--- config.mk ---
export PLATFORM = sky130hd
export DESIGN_NAME = hazard_scoreboard_flat
export DESIGN_NICKNAME = d
export VERILOG_FILES = /design/src/rtl/hazard_scoreboard_if.sv /design/src/rtl/hazard_scoreboard.sv /design/src/flat_wrapper.sv
export SDC_FILE = /design/constraint.sdc
export NUM_CORES = 1
export LEC_CHECK = 0
export ABC_AREA = 1
export BUFFER_PORTS_ARGS = -buffer_cell sky130_fd_sc_hd__buf_2
export CAP_MARGIN = 20
export CELL_PAD_IN_SITES_DETAIL_PLACEMENT = 1
export CELL_PAD_IN_SITES_GLOBAL_PLACEMENT = 1
export CORE_ASPECT_RATIO = 0.75
export CORE_UTILIZATION = 29
export DETAILED_ROUTE_END_ITERATION = 16
export GPL_ROUTABILITY_DRIVEN = 0
export PLACE_DENSITY_LB_ADDON = 0.1
export SETUP_SLACK_MARGIN = 0.05
export SKIP_CTS_REPAIR_TIMING = 1
export SLEW_MARGIN = 15
export SYNTH_ARGS = -nofsm -noshare
export SYNTH_HDL_FRONTEND = slang
export SYNTH_SLANG_ARGS = --single-unit
--- constraint.sdc ---
create_clock -name CLK -period 1.5 [get_ports CLK]
set_clock_uncertainty 0.05 [all_clocks]
set_input_delay 0.075 -clock CLK [delete_from_list [all_inputs] [get_ports CLK]]
set_output_delay 0.075 -clock CLK [all_outputs]
set_load 0.01 [all_outputs]
--- src/rtl/hazard_scoreboard_if.sv ---
// Handshake/control bundle between the ID-stage pipeline and hazard_scoreboard.
// The pipeline side uses the master modport and the scoreboard uses the slave modport.
interface hazard_scoreboard_if #(
   parameter int RW   = 5,
   parameter int NSRC = 2
);
   // ID-stage instruction description
   logic              id_valid;
   logic [NSRC*RW-1:0] id_rs;
   logic [NSRC-1:0]   id_rs_used;
   logic [RW-1:0]     id_rd;
   logic              id_regwrite;
   logic              id_is_load;
   // pipeline events
   logic              ex_flush;
   logic              ihit;
   logic              dmem_req;
   logic              dhit;
   // latch controls back to the datapath
   logic              pc_write;
   logic              if_id_write;
   logic              if_id_flush;
   logic              id_ex_write;
   logic              id_ex_flush;
   logic              ex_mem_write;
   logic              stall;
   logic              hazard_detected;
   logic [1:0]        stall_cause;

   modport master (
      output id_valid, id_rs, id_rs_used, id_rd, id_regwrite, id_is_load,
      output ex_flush, ihit, dmem_req, dhit,
      input  pc_write, if_id_write, if_id_flush, id_ex_write, id_ex_flush,
      input  ex_mem_write, stall, hazard_detected, stall_cause
   );

   modport slave (
      input  id_valid, id_rs, id_rs_used, id_rd, id_regwrite, id_is_load,
      input  ex_flush, ihit, dmem_req, dhit,
      output pc_write, if_id_write, if_id_flush, id_ex_write, id_ex_flush,
      output ex_mem_write, stall, hazard_detected, stall_cause
   );
endinterface

--- src/rtl/hazard_scoreboard.sv ---
// Per-register distance scoreboard resolving memory freeze, branch flush, load-use and fetch-miss hazards.
// Define HAZARD_FWD_EN for the forwarding datapath (only loads are tracked, to LOAD_USE_DIST).
module hazard_scoreboard #(
   parameter int NREGS         = 32,
   parameter int NSRC          = 2,
   parameter int LOAD_USE_DIST = 1,
   parameter int NOFWD_DIST    = 3
) (
   input logic            CLK,
   input logic            nRST,
   hazard_scoreboard_if.slave hz
);
   localparam int RW   = $clog2(NREGS);
   localparam int MAXD = (LOAD_USE_DIST > NOFWD_DIST) ? LOAD_USE_DIST : NOFWD_DIST;
   localparam int CW   = (MAXD < 1) ? 1 : $clog2(MAXD + 1);

   logic [CW-1:0] cnt_q [NREGS];
   logic [CW-1:0] cnt_d [NREGS];

   logic          mem_wait;
   logic          data_haz;
   logic          issue;
   logic          set_en;
   logic [CW-1:0] set_dist;
   logic [RW-1:0] src;

   logic          pc_write_c;
   logic          if_id_write_c;
   logic          if_id_flush_c;
   logic          id_ex_write_c;
   logic          id_ex_flush_c;
   logic          ex_mem_write_c;
   logic          stall_c;
   logic          hazard_c;
   logic [1:0]    cause_c;

   assign mem_wait = hz.dmem_req & ~hz.dhit;

   // Operand check uses the pre-issue counts, so an instruction never waits on its own write.
   always_comb begin
      data_haz = 1'b0;
      src      = '0;
      for (int k = 0; k < NSRC; k++) begin
         src = hz.id_rs[k*RW +: RW];
         if (hz.id_rs_used[k] && (src != '0) && (cnt_q[src] != '0)) begin
            data_haz = 1'b1;
         end
      end
      data_haz = data_haz & hz.id_valid;
   end

   assign issue = hz.id_valid & ~mem_wait & ~hz.ex_flush & ~data_haz;

`ifdef HAZARD_FWD_EN
   assign set_en   = issue & hz.id_regwrite & hz.id_is_load & (hz.id_rd != '0);
   assign set_dist = CW'(LOAD_USE_DIST);
`else
   logic unused_is_load;
   assign unused_is_load = hz.id_is_load;
   assign set_en   = issue & hz.id_regwrite & (hz.id_rd != '0);
   assign set_dist = CW'(NOFWD_DIST);
`endif

   always_comb begin
      for (int r = 0; r < NREGS; r++) begin
         cnt_d[r] = cnt_q[r];
         if (!mem_wait && (cnt_q[r] != '0)) begin
            cnt_d[r] = cnt_q[r] - CW'(1);
         end
         if (set_en && (hz.id_rd == RW'(r))) begin
            cnt_d[r] = set_dist;
         end
      end
      cnt_d[0] = '0;
   end

   always_ff @(posedge CLK or negedge nRST) begin
      if (!nRST) begin
         for (int r = 0; r < NREGS; r++) begin
            cnt_q[r] <= '0;
         end
      end else begin
         for (int r = 0; r < NREGS; r++) begin
            cnt_q[r] <= cnt_d[r];
         end
      end
   end

   // Fixed priority: memory freeze, then branch flush, then data hazard, then fetch miss.
   always_comb begin
      pc_write_c     = 1'b1;
      if_id_write_c  = 1'b1;
      if_id_flush_c  = 1'b0;
      id_ex_write_c  = 1'b1;
      id_ex_flush_c  = 1'b0;
      ex_mem_write_c = 1'b1;
      stall_c        = 1'b0;
      hazard_c       = 1'b0;
      cause_c        = 2'd0;
      if (mem_wait) begin
         pc_write_c     = 1'b0;
         if_id_write_c  = 1'b0;
         id_ex_write_c  = 1'b0;
         ex_mem_write_c = 1'b0;
         stall_c        = 1'b1;
         cause_c        = 2'd1;
      end else if (hz.ex_flush) begin
         if_id_flush_c  = 1'b1;
         id_ex_flush_c  = 1'b1;
      end else if (data_haz) begin
         // IF/ID holds the dependent instruction even when the fetch also missed.
         pc_write_c     = 1'b0;
         if_id_write_c  = 1'b0;
         id_ex_flush_c  = 1'b1;
         stall_c        = 1'b1;
         hazard_c       = 1'b1;
         cause_c        = 2'd2;
      end else if (!hz.ihit) begin
         pc_write_c     = 1'b0;
         if_id_flush_c  = 1'b1;
         stall_c        = 1'b1;
         cause_c        = 2'd3;
      end
   end

   assign hz.pc_write        = pc_write_c;
   assign hz.if_id_write     = if_id_write_c;
   assign hz.if_id_flush     = if_id_flush_c;
   assign hz.id_ex_write     = id_ex_write_c;
   assign hz.id_ex_flush     = id_ex_flush_c;
   assign hz.ex_mem_write    = ex_mem_write_c;
   assign hz.stall           = stall_c;
   assign hz.hazard_detected = hazard_c;
   assign hz.stall_cause     = cause_c;
endmodule

--- src/flat_wrapper.sv ---
// flat-port wrapper written by rule: the top's interface ports become plain ports
module hazard_scoreboard_flat 
#(
   parameter int NREGS         = 32,
   parameter int NSRC          = 2,
   parameter int LOAD_USE_DIST = 1,
   parameter int NOFWD_DIST    = 3
)
  (CLK, nRST, hz_id_valid, hz_id_rs, hz_id_rs_used, hz_id_rd, hz_id_regwrite, hz_id_is_load, hz_ex_flush, hz_ihit, hz_dmem_req, hz_dhit, hz_pc_write, hz_if_id_write, hz_if_id_flush, hz_id_ex_write, hz_id_ex_flush, hz_ex_mem_write, hz_stall, hz_hazard_detected, hz_stall_cause);
  hazard_scoreboard_if #(.RW(5), .NSRC(NSRC)) hz_i ();
  input logic CLK;
  input logic nRST;
  input wire logic [$bits(hz_i.id_valid)-1:0] hz_id_valid;
  input wire logic [$bits(hz_i.id_rs)-1:0] hz_id_rs;
  input wire logic [$bits(hz_i.id_rs_used)-1:0] hz_id_rs_used;
  input wire logic [$bits(hz_i.id_rd)-1:0] hz_id_rd;
  input wire logic [$bits(hz_i.id_regwrite)-1:0] hz_id_regwrite;
  input wire logic [$bits(hz_i.id_is_load)-1:0] hz_id_is_load;
  input wire logic [$bits(hz_i.ex_flush)-1:0] hz_ex_flush;
  input wire logic [$bits(hz_i.ihit)-1:0] hz_ihit;
  input wire logic [$bits(hz_i.dmem_req)-1:0] hz_dmem_req;
  input wire logic [$bits(hz_i.dhit)-1:0] hz_dhit;
  output wire logic [$bits(hz_i.pc_write)-1:0] hz_pc_write;
  output wire logic [$bits(hz_i.if_id_write)-1:0] hz_if_id_write;
  output wire logic [$bits(hz_i.if_id_flush)-1:0] hz_if_id_flush;
  output wire logic [$bits(hz_i.id_ex_write)-1:0] hz_id_ex_write;
  output wire logic [$bits(hz_i.id_ex_flush)-1:0] hz_id_ex_flush;
  output wire logic [$bits(hz_i.ex_mem_write)-1:0] hz_ex_mem_write;
  output wire logic [$bits(hz_i.stall)-1:0] hz_stall;
  output wire logic [$bits(hz_i.hazard_detected)-1:0] hz_hazard_detected;
  output wire logic [$bits(hz_i.stall_cause)-1:0] hz_stall_cause;
  assign hz_i.id_valid = hz_id_valid;
  assign hz_i.id_rs = hz_id_rs;
  assign hz_i.id_rs_used = hz_id_rs_used;
  assign hz_i.id_rd = hz_id_rd;
  assign hz_i.id_regwrite = hz_id_regwrite;
  assign hz_i.id_is_load = hz_id_is_load;
  assign hz_i.ex_flush = hz_ex_flush;
  assign hz_i.ihit = hz_ihit;
  assign hz_i.dmem_req = hz_dmem_req;
  assign hz_i.dhit = hz_dhit;
  assign hz_pc_write = hz_i.pc_write;
  assign hz_if_id_write = hz_i.if_id_write;
  assign hz_if_id_flush = hz_i.if_id_flush;
  assign hz_id_ex_write = hz_i.id_ex_write;
  assign hz_id_ex_flush = hz_i.id_ex_flush;
  assign hz_ex_mem_write = hz_i.ex_mem_write;
  assign hz_stall = hz_i.stall;
  assign hz_hazard_detected = hz_i.hazard_detected;
  assign hz_stall_cause = hz_i.stall_cause;
  hazard_scoreboard #(.NREGS(NREGS), .NSRC(NSRC), .LOAD_USE_DIST(LOAD_USE_DIST), .NOFWD_DIST(NOFWD_DIST)) u_core (.CLK(CLK), .nRST(nRST), .hz(hz_i));
endmodule
==> reports/results.ini <==
[run_status]
outcome = finished, violations left
violations = negative setup slack

[setup_path]
timing.critical_path.cells = inv_1, nand2_2, a21oi_2, o21ai_2, nand3_1, nand3_1, nand3_2, nand2_4, nand2_4, nand2_4, o21ai_2, buf_2
crit_required_ps = 1370
cpMostUsedCell = nand2_4
startpoint_type = flop
slowest_stage = dfrtp_1
crit_start = u_core.cnt_q[54]
critPathKind = reg2out
critPathMaxStageDelay_ps = 380
critPathBufInv = 2
crit_family = simple AND/OR/NAND/NOR gates
r2r_start = u_core.cnt_q[54]
worstPathMaxFanout = 4
crit_path_end_kind = output pin
worstPathArrival_ps = 1980

[power]
leakage_nw = 3.49
p_per_area_mw_per_mm2 = 1850
irDropWorstVdd_mv = 0.829
total_power_mw = 12.3

[global_routing]
grt_pass1_wl_mm = 26.7
antenna_found_initial = 0
grt_use_total = 0.212
grt_max_degree = 47
grt_pass1_vias = 4927
grt_overflow = 0

[sta]
hold_viol = 0
fmax_mhz = 475
max_slew_margin = 0.577
tightest_slew_ps = 630
min_period_over_period = 1.40
fin_ws_ps = -606
period_minus_slack_ps = 2110
grt_setup_unrepaired = true
drv_slew = 0
setup_viol = 70

[layout]
synthToLayoutAreaGrowth_pct = 42.0
final_cell_mix = buf_4, nand2_1, nor2_1
final_common_cell = buf_4
largest_reg_flops = 62
reg_top3 = u_core.cnt_q: 62 flops
final_cells = 986
top_register = u_core.cnt_q
fill_cells = 1914
drive_gt1_frac = 0.387
diodes = 0
nets = 834

[routing]
drt_iter0_markers = 155
drt-total-wl_mm = 16.8
vias_per_cell = 4.78
drc = 0
first_pass_iters = 6
wl_per_cell_um = 17.1
vias = 4718
ant_nets = 0

[die]
die_w_um = 149
rows = 39
core_area_sq_mm = 0.0155
die_y_um = 112
die_area_sq_mm = 0.0167
io_pins = 36
initial_core_util = 0.303

[clock_network]
clk_pin_slew_ps = 60
cts_buffers = 9
clkLatencyLatePin_ps = 340
cts_tree = built
htreeDepth = 3
cts_root_buf = clkbuf_16
clock-sinks = 62
clockBufferDepth = 2

[synth]
ys.warnings.count = 0
ys_ff_latch = 62
ys_seq_area_frac = 0.330
syn_area_per_cell_sq_um = 7.48
synth.cell_area_sq_mm = 0.00470
netlist_instances = 629
syn_nets = 686
synth.distinct_cells = 25

[worst_hold_path]
min_from = hz_id_rd[0]
hold_path_class = in2reg

[place]
dp.cells = 963
portBuffers = 34
dp_hpwl_mm = 13.1

[run]
drv_cap = 0

[tightest hold or removal path, cell delays in order]
cell and delay [ps]:
buf_2 130, nand3_1 110, nor2_1 60, nand4_2 90, nand2_1 50
[area by class of cell]
type                    instances  area, sq um  share of cell area
multi-input cells             459         3060               0.458
clock buffers                  13          240              0.0360
inverters                      86          323              0.0483
flip-flops and latches         62         1550               0.232
repair buffers                159         1240               0.186
clock inverters                 2         10.0             0.00150
well taps                     205          256              0.0384
[logic make-up after synthesis]
logic type,count (synthesis),share of synthesized area
AND/OR/NAND/NOR,329,0.360
buffers and inverters,108,0.0968
AO/OA/AOI/OAI,68,0.0732
flip-flops,62,0.330
XOR/XNOR,31,0.0577
adder cells (fa/ha/maj),31,0.0825
[metal layers]
layer / global-route usage / vias up / share of wire
met3: 0.0346 / 8 / 0.035
met5: 0 / - / 0
li1: - / 2336 / -
met4: 0.0374 / 0 / 0.0065
met1: 0.311 / 2306 / 0.51
met2: 0.327 / 68 / 0.45
[per-stage QoR]
| step | util | instance area (sq um) | worst slack (ps) | setup TNS [ps] | hold slack (ps) |
|---|---|---|---|---|---|
| after floorplan | - | 4730 | -6.81 | -231 | -271 |
| after global placement | 0.386 | 5990 | -455 | -26960 | -8.27 |
| after detailed placement | 0.386 | 5990 | -502 | -29420 | -3.26 |
| after CTS | 0.402 | 6240 | -806 | -33770 | -346 |
| after global routing | 0.430 | 6680 | -703 | -40060 | 207 |
| final | 0.430 | 6680 | -606 | -32840 | 171 |
[final timing paths]
path	slack (ps)	cells after the start	endpoint
min	170	5	u_core.cnt_q[24]
max in group asynchronous	580	3	u_core.cnt_q[15]
max reg2reg	-590	14	u_core.cnt_q[1]
min in group asynchronous	180	2	u_core.cnt_q[36]
max	-610	12	hz_stall_cause[0]
min reg2reg	430	2	u_core.cnt_q[49]
[cell usage after synthesis]
cell | count | area, sq um
o21ai_0 | 12 | 60.1
nand4_1 | 3 | 18.8
nand2_2 | 2 | 12.5
clkbuf_1 | 6 | 22.5
inv_1 | 77 | 289
buf_6 | 4 | 45.0
buf_4 | 2 | 15.0
nand2_1 | 117 | 439
dfrtp_1 | 62 | 1550
or2_2 | 31 | 194
o2111ai_1 | 1 | 8.76
clkinv_1 | 3 | 11.3
buf_2 | 10 | 50.1
nor2_1 | 67 | 251
nand2_4 | 1 | 11.3
nor2_4 | 1 | 11.3
inv_2 | 6 | 22.5
nor2_2 | 1 | 6.26
xor2_1 | 31 | 272
nand4_2 | 29 | 363
nor3_1 | 11 | 55.1
nand3_1 | 66 | 330
o21ai_1 | 14 | 70.1
a21oi_1 | 41 | 205
ha_1 | 31 | 388
[report_power, final]
group          internal [mW]  switching [mW]
Sequential              2.61           0.703
Combinational           3.54            3.64
Clock                   1.10           0.745
Power figures use the tool's default switching activity.
